===== config.mk =====
export PLATFORM = sky130hd
export DESIGN_NAME = draw_player_anim_flat
export DESIGN_NICKNAME = d
export VERILOG_FILES = /design/src/rtl/draw_player_anim_pkg.sv /design/src/rtl/draw_player_anim_if.sv /design/src/rtl/draw_player_anim_fsm.sv /design/src/rtl/draw_player_anim.sv /design/src/flat_wrapper.sv
export SDC_FILE = /design/constraint.sdc
export NUM_CORES = 1
export LEC_CHECK = 0
export ABC_AREA = 1
export BUFFER_PORTS_ARGS = -buffer_cell sky130_fd_sc_hd__buf_4
export CAP_MARGIN = 5
export CORE_MARGIN = 2
export CORE_UTILIZATION = 45
export CTS_BUF_LIST = sky130_fd_sc_hd__clkbuf_4 sky130_fd_sc_hd__clkbuf_8 sky130_fd_sc_hd__clkbuf_16
export DETAILED_ROUTE_END_ITERATION = 8
export PLACE_DENSITY = 0.67
export SLEW_MARGIN = 20
export SYNTH_ARGS = -nofsm -noshare
export SYNTH_HDL_FRONTEND = slang
export SYNTH_SLANG_ARGS = --single-unit

===== constraint.sdc =====
create_clock -name clk -period 3.2 [get_ports clk]
set_clock_uncertainty 0.1 [all_clocks]
set_input_delay 0 -clock clk [delete_from_list [all_inputs] [get_ports clk]]
set_output_delay 0 -clock clk [all_outputs]
set_load 0.01 [all_outputs]

===== src/rtl/draw_player_anim_pkg.sv =====
// Shared types for the animated player overlay: control state,
// animation step, facing, VGA pixel bundle and pipeline stage struct.
package draw_player_anim_pkg;

  typedef enum logic [2:0] {
    IDLE,
    RIGHT1,
    LEFT1,
    RIGHT2,
    LEFT2
  } State;

  typedef enum logic [1:0] {
    STAND  = 2'd0,
    WALK_A = 2'd1,
    WALK_B = 2'd2,
    TURN   = 2'd3
  } anim_step_t;

  typedef enum logic {
    RIGHT = 1'b0,
    LEFT  = 1'b1
  } facing_t;

  typedef struct packed {
    logic [11:0] hcount;
    logic        hsync;
    logic        hblnk;
    logic [11:0] vcount;
    logic        vsync;
    logic        vblnk;
    logic [11:0] rgb;
  } vga_t;

  typedef struct packed {
    vga_t        vga;
    logic [12:0] rx;
    logic [12:0] ry;
    logic        in_box;
  } s1_t;

  function automatic logic in_rng(
    input logic [12:0] v,
    input logic [12:0] lo,
    input logic [12:0] hi
  );
    return (v >= lo) && (v <= hi);
  endfunction

endpackage


===== src/rtl/draw_player_anim_if.sv =====
// VGA stream bundle: timing counters, sync/blank flags and rgb.
// master drives the stream, slave receives it.
interface draw_player_anim_if;
  logic [11:0] hcount;
  logic        hsync;
  logic        hblnk;
  logic [11:0] vcount;
  logic        vsync;
  logic        vblnk;
  logic [11:0] rgb;

  modport master (
    output hcount, hsync, hblnk,
    output vcount, vsync, vblnk, rgb
  );

  modport slave (
    input hcount, hsync, hblnk,
    input vcount, vsync, vblnk, rgb
  );
endinterface


===== src/rtl/draw_player_anim_fsm.sv =====
// Frame tick, facing memory, walk-cycle FSM and (DRAW_PLAYER_BLINK_EN)
// blink counter. Ports: clk, rst_n, vblnk_s1, state -> anim_step, facing, blink.
module draw_player_anim_fsm
  import draw_player_anim_pkg::*;
#(
  parameter int FRAMES_PER_STEP = 8
) (
  input  logic       clk,
  input  logic       rst_n,
  input  logic       vblnk_s1,
  input  State       state,
  output anim_step_t anim_step,
  output facing_t    facing,
  output logic       blink
);

  localparam logic [7:0] LAST = 8'(FRAMES_PER_STEP - 1);

  logic       vblnk_d;
  logic       tick;
  logic       moving;
  anim_step_t step_q, step_d;
  facing_t    face_q, face_d, req;
  logic [7:0] cnt_q, cnt_d;
`ifdef DRAW_PLAYER_BLINK_EN
  logic [6:0] blk_q;
`endif

  // Rising edge of the stage-1 blank: one pulse per frame.
  assign tick = vblnk_s1 & ~vblnk_d;

  always_ff @(posedge clk or negedge rst_n) begin
    if (!rst_n) begin
      vblnk_d <= 1'b0;
      step_q  <= STAND;
      face_q  <= RIGHT;
      cnt_q   <= '0;
`ifdef DRAW_PLAYER_BLINK_EN
      blk_q   <= '0;
`endif
    end else begin
      vblnk_d <= vblnk_s1;
      step_q  <= step_d;
      face_q  <= face_d;
      cnt_q   <= cnt_d;
`ifdef DRAW_PLAYER_BLINK_EN
      blk_q   <= blk_q + 7'(tick);
`endif
    end
  end

  always_comb begin
    moving = (state == RIGHT1) || (state == LEFT1);
    unique case (state)
      RIGHT1, RIGHT2: req = RIGHT;
      LEFT1, LEFT2:   req = LEFT;
      default:        req = face_q;
    endcase
    step_d = step_q;
    face_d = face_q;
    cnt_d  = cnt_q;
    if (tick) begin
      if (req != face_q) begin
        face_d = req;
        step_d = TURN;
        cnt_d  = '0;
      end else begin
        unique case (step_q)
          STAND, TURN: begin
            step_d = moving ? WALK_A : STAND;
            cnt_d  = '0;
          end
          WALK_A, WALK_B: begin
            if (!moving) begin
              step_d = STAND;
              cnt_d  = '0;
            end else if (cnt_q == LAST) begin
              step_d = (step_q == WALK_A) ? WALK_B : WALK_A;
              cnt_d  = '0;
            end else begin
              cnt_d = cnt_q + 8'd1;
            end
          end
        endcase
      end
    end
  end

  always_comb begin
    anim_step = step_q;
    facing    = face_q;
`ifdef DRAW_PLAYER_BLINK_EN
    blink = (blk_q >= 7'd124) && (step_q == STAND);
`else
    blink = 1'b0;
`endif
  end

endmodule


===== src/rtl/draw_player_anim.sv =====
// Animated player sprite overlay, 2-cycle pixel pipeline (optional DRAW_PLAYER_BLINK_EN).
// Ports: clk, rst_n, vga_in/vga_out (VGA bundle), xpos, ypos, state -> anim_step.
module draw_player_anim
  import draw_player_anim_pkg::*;
#(
  parameter int          SPRITE_W        = 40,
  parameter int          SPRITE_H        = 90,
  parameter int          BASE_Y          = 410,
  parameter logic [11:0] BODY_RGB        = 12'hF0F,
  parameter logic [11:0] EYE_RGB         = 12'h0FF,
  parameter int          FRAMES_PER_STEP = 8
) (
  input  logic               clk,
  input  logic               rst_n,
  draw_player_anim_if.slave  vga_in,
  draw_player_anim_if.master vga_out,
  input  logic [11:0]        xpos,
  input  logic [11:0]        ypos,
  input  State               state,
  output logic [1:0]         anim_step
);

  localparam logic signed [13:0] W14  = 14'(SPRITE_W);
  localparam logic signed [13:0] H14  = 14'(SPRITE_H);
  localparam logic signed [13:0] BY14 = 14'(BASE_Y);
  localparam logic [12:0]        W    = 13'(SPRITE_W);
  localparam logic [12:0]        H    = 13'(SPRITE_H);

  vga_t              px_in;
  logic signed [13:0] rx_w, ry_w;
  logic              in_box;
  s1_t               s1_q;
  vga_t              s2_d, s2_q;
  anim_step_t        step;
  facing_t           facing;
  logic              blink;
  logic [12:0]       ux, uy, mx, lhi, rlo;
  logic              walk, eye, fill;

  assign px_in = '{
    hcount: vga_in.hcount, hsync: vga_in.hsync,
    hblnk:  vga_in.hblnk,  vcount: vga_in.vcount,
    vsync:  vga_in.vsync,  vblnk: vga_in.vblnk,
    rgb:    vga_in.rgb
  };

  // One extra bit over the stored 13 so large offsets cannot wrap into the box.
  assign rx_w = $signed({2'b00, vga_in.hcount})
              - $signed({2'b00, xpos});
  assign ry_w = $signed({2'b00, vga_in.vcount})
              - $signed({2'b00, ypos}) - BY14;
  assign in_box = (rx_w >= 14'sd0) && (rx_w < W14)
               && (ry_w >= 14'sd0) && (ry_w < H14);

  always_ff @(posedge clk or negedge rst_n) begin
    if (!rst_n) begin
      s1_q <= '0;
    end else begin
      s1_q.vga    <= px_in;
      s1_q.rx     <= rx_w[12:0];
      s1_q.ry     <= ry_w[12:0];
      s1_q.in_box <= in_box;
    end
  end

  draw_player_anim_fsm #(
    .FRAMES_PER_STEP(FRAMES_PER_STEP)
  ) u_fsm (
    .clk       (clk),
    .rst_n     (rst_n),
    .vblnk_s1  (s1_q.vga.vblnk),
    .state     (state),
    .anim_step (step),
    .facing    (facing),
    .blink     (blink)
  );

  always_comb begin
    ux   = s1_q.rx;
    uy   = s1_q.ry;
    mx   = (facing == LEFT) ? (W - 13'd1 - ux) : ux;
    walk = (step == WALK_A) || (step == WALK_B);
    // Shifted legs clip at the box edge, so only one bound moves.
    lhi  = (step == WALK_A) ? 13'd10 : 13'd14;
    rlo  = (step == WALK_B) ? (W - 13'd11) : (W - 13'd15);
    if (walk) begin
      eye = in_rng(uy, 13'd20, 13'd39)
         && in_rng(mx, W - 13'd5, W - 13'd1);
    end else begin
      eye = in_rng(uy, 13'd26, 13'd33)
         && (in_rng(ux, 13'd6, 13'd13)
          || in_rng(ux, W - 13'd14, W - 13'd7));
    end
    fill = (in_rng(uy, 13'd0, 13'd4)
            && (in_rng(ux, 13'd0, 13'd9)
             || in_rng(ux, W - 13'd10, W - 13'd1)))
        || (in_rng(uy, 13'd5, 13'd9)
            && (in_rng(ux, 13'd0, 13'd14)
             || in_rng(ux, W - 13'd15, W - 13'd1)))
        || (in_rng(uy, 13'd10, H - 13'd21)
            && (!walk || mx <= W - 13'd6))
        || (in_rng(uy, H - 13'd20, H - 13'd1)
            && (in_rng(ux, 13'd0, lhi)
             || in_rng(ux, rlo, W - 13'd1)));
    s2_d = s1_q.vga;
    if (s1_q.in_box && !s1_q.vga.hblnk && !s1_q.vga.vblnk) begin
      if (eye) begin
        s2_d.rgb = blink ? BODY_RGB : EYE_RGB;
      end else if (fill) begin
        s2_d.rgb = BODY_RGB;
      end
    end
  end

  always_ff @(posedge clk or negedge rst_n) begin
    if (!rst_n) begin
      s2_q <= '0;
    end else begin
      s2_q <= s2_d;
    end
  end

  assign vga_out.hcount = s2_q.hcount;
  assign vga_out.hsync  = s2_q.hsync;
  assign vga_out.hblnk  = s2_q.hblnk;
  assign vga_out.vcount = s2_q.vcount;
  assign vga_out.vsync  = s2_q.vsync;
  assign vga_out.vblnk  = s2_q.vblnk;
  assign vga_out.rgb    = s2_q.rgb;
  assign anim_step      = step;

endmodule


===== src/flat_wrapper.sv =====
// flat-port wrapper written by rule: the top's interface ports become plain ports
module draw_player_anim_flat import draw_player_anim_pkg::*;
#(
  parameter int          SPRITE_W        = 40,
  parameter int          SPRITE_H        = 90,
  parameter int          BASE_Y          = 410,
  parameter logic [11:0] BODY_RGB        = 12'hF0F,
  parameter logic [11:0] EYE_RGB         = 12'h0FF,
  parameter int          FRAMES_PER_STEP = 8
)
  (clk, rst_n, xpos, ypos, state, anim_step, vga_in_hcount, vga_in_hsync, vga_in_hblnk, vga_in_vcount, vga_in_vsync, vga_in_vblnk, vga_in_rgb, vga_out_hcount, vga_out_hsync, vga_out_hblnk, vga_out_vcount, vga_out_vsync, vga_out_vblnk, vga_out_rgb);
  draw_player_anim_if vga_in_i ();
  draw_player_anim_if vga_out_i ();
  input  logic clk;
  input  logic rst_n;
  input  logic [11:0] xpos;
  input  logic [11:0] ypos;
  input  State state;
  output logic [1:0] anim_step;
  input wire logic [$bits(vga_in_i.hcount)-1:0] vga_in_hcount;
  input wire logic [$bits(vga_in_i.hsync)-1:0] vga_in_hsync;
  input wire logic [$bits(vga_in_i.hblnk)-1:0] vga_in_hblnk;
  input wire logic [$bits(vga_in_i.vcount)-1:0] vga_in_vcount;
  input wire logic [$bits(vga_in_i.vsync)-1:0] vga_in_vsync;
  input wire logic [$bits(vga_in_i.vblnk)-1:0] vga_in_vblnk;
  input wire logic [$bits(vga_in_i.rgb)-1:0] vga_in_rgb;
  output wire logic [$bits(vga_out_i.hcount)-1:0] vga_out_hcount;
  output wire logic [$bits(vga_out_i.hsync)-1:0] vga_out_hsync;
  output wire logic [$bits(vga_out_i.hblnk)-1:0] vga_out_hblnk;
  output wire logic [$bits(vga_out_i.vcount)-1:0] vga_out_vcount;
  output wire logic [$bits(vga_out_i.vsync)-1:0] vga_out_vsync;
  output wire logic [$bits(vga_out_i.vblnk)-1:0] vga_out_vblnk;
  output wire logic [$bits(vga_out_i.rgb)-1:0] vga_out_rgb;
  assign vga_in_i.hcount = vga_in_hcount;
  assign vga_in_i.hsync = vga_in_hsync;
  assign vga_in_i.hblnk = vga_in_hblnk;
  assign vga_in_i.vcount = vga_in_vcount;
  assign vga_in_i.vsync = vga_in_vsync;
  assign vga_in_i.vblnk = vga_in_vblnk;
  assign vga_in_i.rgb = vga_in_rgb;
  assign vga_out_hcount = vga_out_i.hcount;
  assign vga_out_hsync = vga_out_i.hsync;
  assign vga_out_hblnk = vga_out_i.hblnk;
  assign vga_out_vcount = vga_out_i.vcount;
  assign vga_out_vsync = vga_out_i.vsync;
  assign vga_out_vblnk = vga_out_i.vblnk;
  assign vga_out_rgb = vga_out_i.rgb;
  draw_player_anim #(.SPRITE_W(SPRITE_W), .SPRITE_H(SPRITE_H), .BASE_Y(BASE_Y), .BODY_RGB(BODY_RGB), .EYE_RGB(EYE_RGB), .FRAMES_PER_STEP(FRAMES_PER_STEP)) u_core (.clk(clk), .rst_n(rst_n), .vga_in(vga_in_i), .vga_out(vga_out_i), .xpos(xpos), .ypos(ypos), .state(state), .anim_step(anim_step));
endmodule

---- Word-level counts from Yosys, hierarchy flattened ----
Index checks and enable logic that the tools add are counted.
W data, S select, Z words.
cells by class
  add/subtract/negate cells ............... 5
  $lt $le $gt $ge ......................... 31
  eq/ne operators ......................... 10
  multiplexer cells ....................... 18
  bitwise logic cells ..................... 2
  reductions and logical operators ........ 46
operators with widths
  kind                      number
  $le A13 B6 Y1 const B     6
  $ge A13 B5 Y1 const B     5
  $le A13 B4 Y1 const B     4
  $mux W12                  3
  $ge A14 B1 Y1 const B     2
  $ge A13 B1 Y1 const B     2
  $ge A13 B3 Y1 const B     2
  $le A13 B7 Y1 const B     2
  $logic_and A1 B1 Y1       26
  $sub A12 B12 Y13          2
  $mux W8                   3
  $pmux W8 S2               1
  $lt A14 B7 Y1 const B     1
  $lt A14 B8 Y1 const B     1
  $sub A14 B10 Y14 const B  1
  $ge A13 B13 Y1            1
  $ge A13 B4 Y1 const B     1
  $ge A13 B6 Y1 const B     1
  $ge A13 B7 Y1 const B     1
  $le A13 B13 Y1            1
  $le A13 B3 Y1 const B     1
  $mux W13                  1
  $sub A6 B13 Y13 const A   1
  $logic_or A1 B1 Y1        10
  20 further kinds          33
storage, ports and cells
  flip-flop bits (word level) ............. 118
  input port bits ......................... 69
  output and inout bits ................... 42
  logic and storage cells ................. 132

---- Longest topological paths before layout ----
  word-level depth ........................ 10
  gate-level depth with buffers ........... 19

---- Hierarchy ----
Synthesis repeated with hierarchy kept, for this count alone.
second synthesis, totals
  cell total of the unflattened synthesis .. 795
  area total of the unflattened synthesis .. 6532.5 um^2
by module, submodules not included
  module                instances  cells each  area each (um^2)
  draw_player_anim      1          698         5768.0
  draw_player_anim_fsm  1          97          764.5

---- Worst setup path before layout ----
No wires, ideal clock.
  path kind ............................... input -> register
  start point ............................. in vga_in_hcount[0]
  end point ............................... reg u_core.s1_q[0] (netlist name)
  library setup time ...................... 0.086 ns
  data arrival time ....................... 2.094 ns
  data required time ...................... 3.014 ns
  slack ................................... 0.920 ns
  stages .................................. 18
  buffers on the path ..................... 0
  cells stage by stage .................... inv_1 ha_1 fa_1 inv_1 nand3_1 nand3_1 inv_1 o21ai_1 a21oi_1 or2_0 nand2_1 nand3_1 nor3_1 ha_1 nand3_1 nor2_1 nand3_1 nor3_1
between the ends
  cells in the longest elaborated chain, start to end .. 5
RTL lines
  element                                         RTL line                RTL
  start: declaration                              flat_wrapper.sv:20      input wire logic [$bits(vga_in_i.hcount)-1:0] vga_in_hcount;
  $sub A12 B12 Y13 (*)                            draw_player_anim.sv:49  - $signed({2'b00, xpos});
  $ge A14 B1 Y1 or $lt A14 B7 Y1 (tied branches)  draw_player_anim.sv:52  assign in_box = (rx_w >= 14'sd0) && (rx_w < W14)
  $logic_and A1 B1 Y1 (*)                         draw_player_anim.sv:52
  $logic_and A1 B1 Y1 (*) (2 in series)           draw_player_anim.sv:53  && (ry_w >= 14'sd0) && (ry_w < H14);
  net u_core.in_box                               draw_player_anim.sv:31  logic in_box;
  end: declaration                                draw_player_anim.sv:32  s1_t s1_q;
Mark *: on every way through the listed nets, which the timed path passes. The rest lies on a longest branch.
A chain may end at the register's enable or synchronous reset.

---- Final worst setup path ----
Same ends and word-level chain as after synthesis.

==> tab_implementation.tex <==
\begin{tabular}{lr}
\hline
Metric & Value \\
\hline
\multicolumn{2}{l}{\textbf{Global route}} \\
\quad GRT Overall Usage & 0.1883 \\
\quad Number of antenna violations at the first check in global routing & 0 \\
\quad Overall overflow remaining after global route & 0 \\
\quad Pin count of the biggest net entering global routing & around 60 \\
\quad First-pass GRT wire length & 21980 um \\
\quad Vias in the first global route & approximately 5100 \\
\multicolumn{2}{l}{\textbf{Clocking}} \\
\quad Maximum count of clock buffers along a single path & 2 \\
\quad Post-CTS Setup Bufs & 0 \\
\quad Number of buffers created by CTS & 17 \\
\quad Clock transition at path regs & 0.05 ns \\
\quad Sink Count & between 100 and 150 \\
\quad Post-cts repair resize count & 0 \\
\quad H-tree levels & 4 \\
\quad Clk\_lat worst skew & between 0.4 and 0.5 ns \\
\quad Clock tree from TritonCTS & yes \\
\quad Hold bufs inserted after CTS & between 50 and 60 \\
\quad Root buffer cell & clkbuf\_16 \\
\multicolumn{2}{l}{\textbf{Setup path}} \\
\quad Buffer and inverter count on the worst path & 5 \\
\quad Endpoint arrival time on the critical path & 3.04 ns \\
\quad Crit-path slowest cell & dlygate4sd3\_1 \\
\quad Largest fanout of any net on the critical path & 4 \\
\quad Most Frequent Cell on Critical Path & nand3\_1 \\
\quad Category of the worst setup path capture point & flip-flop \\
\quad Kind of launch point of the worst setup path & input pin \\
\quad Data required time at the worst endpoint & 3.42 ns \\
\quad Ordered cell list for the critical path & dlygate4sd3\_1 -> buf\_4 -> inv\_1 -> ha\_1 -> fa\_1 -> inv\_1 -> nand3\_1 -> nand3\_1 -> inv\_1 -> o21ai\_1 -> a21oi\_1 -> or2\_0 -> nand2\_1 -> nand3\_1 -> nor3\_1 -> ha\_1 -> nand3\_1 -> nor2\_1 -> nand3\_1 -> nor3\_1 \\
\quad CP max stage delay & 0.53 ns \\
\quad Type of the worst setup path & input pin to flip-flop \\
\quad Cell family with most CP delay & simple AND/OR/NAND/NOR gates \\
\multicolumn{2}{l}{\textbf{Synthesis}} \\
\quad Count of mapped cells out of synthesis & 750 \\
\quad Largest cells by area after synthesis & dfrtp\_1 (47\%), nand2\_1 (11\%), inv\_1 (7.9\%), ha\_1 (7.0\%), nand3\_1 (4.4\%) \\
\quad Share of the synthesized area in compound gates (AO/OA/AOI/OAI) & 0.06297 \\
\quad Mux share of post-synthesis cell area & 0 \\
\quad Simple-gate area share of the yosys netlist & 0.2698 \\
\quad Synth cell count leaders & nand2\_1 (176), inv\_1 (131), dfrtp\_1 (118) \\
\quad Number of enable flip-flop cells after synthesis & 0 \\
\quad Post-synthesis instance area & 0.006220 mm\^{}2 \\
\quad Synthesized area per cell & roughly 8.3 um\^{}2 \\
\quad Area share of fa/ha/maj cells after synthesis & 0.07685 \\
\quad Largest family of logic cells by synthesized area & simple AND/OR/NAND/NOR gates \\
\quad Fraction of post-synthesis cell area in the top cell type by area & 0.4748 \\
\quad Post-synthesis sequential area ratio & 0.4748 \\
\quad Cell taking the most area after synthesis & dfrtp\_1 \\
\quad Number of storage elements in the synthesis netlist & 118 \\
\quad Synth warn & 0 \\
\quad Async set-reset flop share out of synthesis & 1.000 \\
\quad Xor/xnor share of the synthesized area & 0.02253 \\
\quad Most frequently used flop master after synthesis & dfrtp\_1 \\
\quad Total nets after synthesis & between 800 and 900 \\
\quad Library cells used by synthesis & 39 \\
\quad Dominant cell by count in the synthesized netlist & nand2\_1 \\
\multicolumn{2}{l}{\textbf{Cells and area}} \\
\quad Share of cells above drive strength 1 & 0.2058 \\
\quad Final cell utilization of the core & 0.6262 \\
\quad \# diodes & 0 \\
\quad Nets@finish & 1033 \\
\quad Synthesis-to-layout area growth & 34.38\% \\
\multicolumn{2}{l}{\textbf{STA}} \\
\quad Slew at the pin with the worst max-slew slack & around 0.75 ns \\
\quad \# setup viols final & 0 \\
\quad Max-slew violation count & 0 \\
\quad Achievable frequency & 354.2 MHz \\
\quad Unrepaired setup endpoints after global routing & no \\
\quad Crit share post-route & 0.8823 \\
\quad Final-layout setup total negative slack & 0 ns \\
\quad Number of hold violations in the final report & 0 \\
\quad Final worst path period need & 2.823 ns \\
\quad Worst slew margin relative to its limit & 0.5020 \\
\multicolumn{2}{l}{\textbf{Floorplanning}} \\
\quad Starting density of the core & 0.4660 \\
\quad Die extent in x & $\sim$120 um \\
\quad Core box area & 0.01335 mm\^{}2 \\
\quad IO Count & roughly 110 \\
\quad Row Count & 42 \\
\quad Die footprint & approximately 0.015 mm\^{}2 \\
\quad Die height & between 100 and 150 um \\
\multicolumn{2}{l}{\textbf{Detailed routing}} \\
\quad Number of DRC markers in iteration 0 & 283 \\
\quad Number of routed nets with antenna violations & 0 \\
\quad First-pass iteration count of the detailed router & 5 \\
\quad Final routed DRC violation total & 0 \\
\quad Detail-routed net length per standard cell & approximately 12 um \\
\quad Overall routed net length & 12880 um \\
\quad Vias/cell & 4.679 \\
\quad Count of vias placed by the detailed router & 5212 \\
\multicolumn{2}{l}{\textbf{Power and ir drop}} \\
\quad Static leakage & 0.004376 uW \\
\quad Maximum ir drop on the vdd rail & 0.3435 mV \\
\quad Areal power density over the cells & 562.8 mW/mm\^{}2 \\
\multicolumn{2}{l}{\textbf{Outcome}} \\
\quad Result of the run & finished clean \\
\multicolumn{2}{l}{\textbf{Placement}} \\
\quad Post-detail-place hpwl & 9276 um \\
\quad Count of buffers from port buffering & 110 \\
\quad Final RePlAce weighted congestion & between 0.9 and 1 \\
\multicolumn{2}{l}{\textbf{Job}} \\
\quad Maxcap violations & 0 \\
\multicolumn{2}{l}{\textbf{Worst hold path}} \\
\quad Hold/Removal Path Class & input pin to flip-flop \\
\hline
\end{tabular}
==> per-stage QoR <==
stage,std cells,hold WS [ns],total power [uW],worst slack (ns),cell area [um^2]
floorplan,750,-0.3956,2474,0.9196,6220
global placement,1031,0.009104,2768,0.6486,7237
detailed placement,1031,0.01082,2785,0.5598,7237
CTS,1114,0.01644,4747,0.3878,8358
global route,1114,0.06053,5004,0.1033,8358
finish,1114,0.02592,4704,0.3767,8358
==> path summary, 6_finish.rpt <==
kind | startpoint | to | slack [ns] | cells after the start
max | vga_in_hcount[0] | u_core.s1_q[0] | 0.38 | 20
min | ypos[11] | u_core.uy[12] | 0.03 | 5
max reg2reg | u_core.ux[4] | u_core.vga_out.rgb[9] | 0.81 | 16
min reg2reg | u_core.s1_q[59] | u_core.vga_out.hcount[4] | 0.24 | 0
max in group asynchronous | rst_n | u_core.ux[10] | 2.13 | 3
min in group asynchronous | rst_n | u_core.vga_out.vsync | 0.11 | 2
==> flip-flops by register name, indices dropped and copies added, names as in the netlist, 2 cells and up <==
register / flops
u_core.s1_q: 41
u_core.u_fsm.anim_step: 2
u_core.u_fsm.cnt_q: 8
u_core.ux: 13
u_core.uy: 13
u_core.vga_out.hcount: 12
u_core.vga_out.rgb: 12
u_core.vga_out.vcount: 12
==> cells in the final DEF (no fill, tap or decap), types with 15 or more instances in the layout <==
cell type	Yosys	final
nand2_2	15	15
ha_1	35	35
clkbuf_16	0	17
buf_4	0	110
inv_1	131	131
nand3_1	55	55
a21oi_1	22	22
nand4_1	16	16
nand2_1	176	176
dfrtp_1	118	118
nor2_1	58	58
dlygate4sd3_1	0	53
==> kinds of logic (layout without fill, tap and decap cells) <==
kind of cell,after synthesis,in the layout
compound gates,66,66
simple gates,366,366
buf+inv,147,335
flops,118,118
fa+ha+maj,37,37
xor+xnor,16,16
==> layout make-up <==
cell class | count | area (um^2)
Timing Repair Buffer | 164 | 1376
Clock inverter | 10 | 130.1
Inverter | 141 | 530.5
Multi-Input combinational cell | 485 | 2688
Clock buffer | 20 | 460.4
Fill cell | 1203 | 4990
Sequential cell | 118 | 2953
Tap cell | 176 | 220.2
==> worst min-delay path: cells and delay by family <==
family,cells,cell delay (ns)
xor+xnor,1,0.15
fa+ha+maj,1,0.13
simple gates,1,0.07
buf+inv,2,0.14
==> layer usage <==
| layer | track usage | part of all wire |
|---|---|---|
| met4 | 0.06034 | 0.012 |
| met1 | 0.2365 | 0.47 |
| met3 | 0.05899 | 0.038 |
| met5 | 0 | 0 |
| met2 | 0.3111 | 0.48 |
==> where the power goes <==
part	internal, uW	leakage [uW]	switching [uW]
combinational	434	0.00269	612
clock	1250	0.000291	631
sequential	1640	0.00139	134
total	3330	0.00438	1380
No activity file was read; power rests on OpenSTA's default activity.
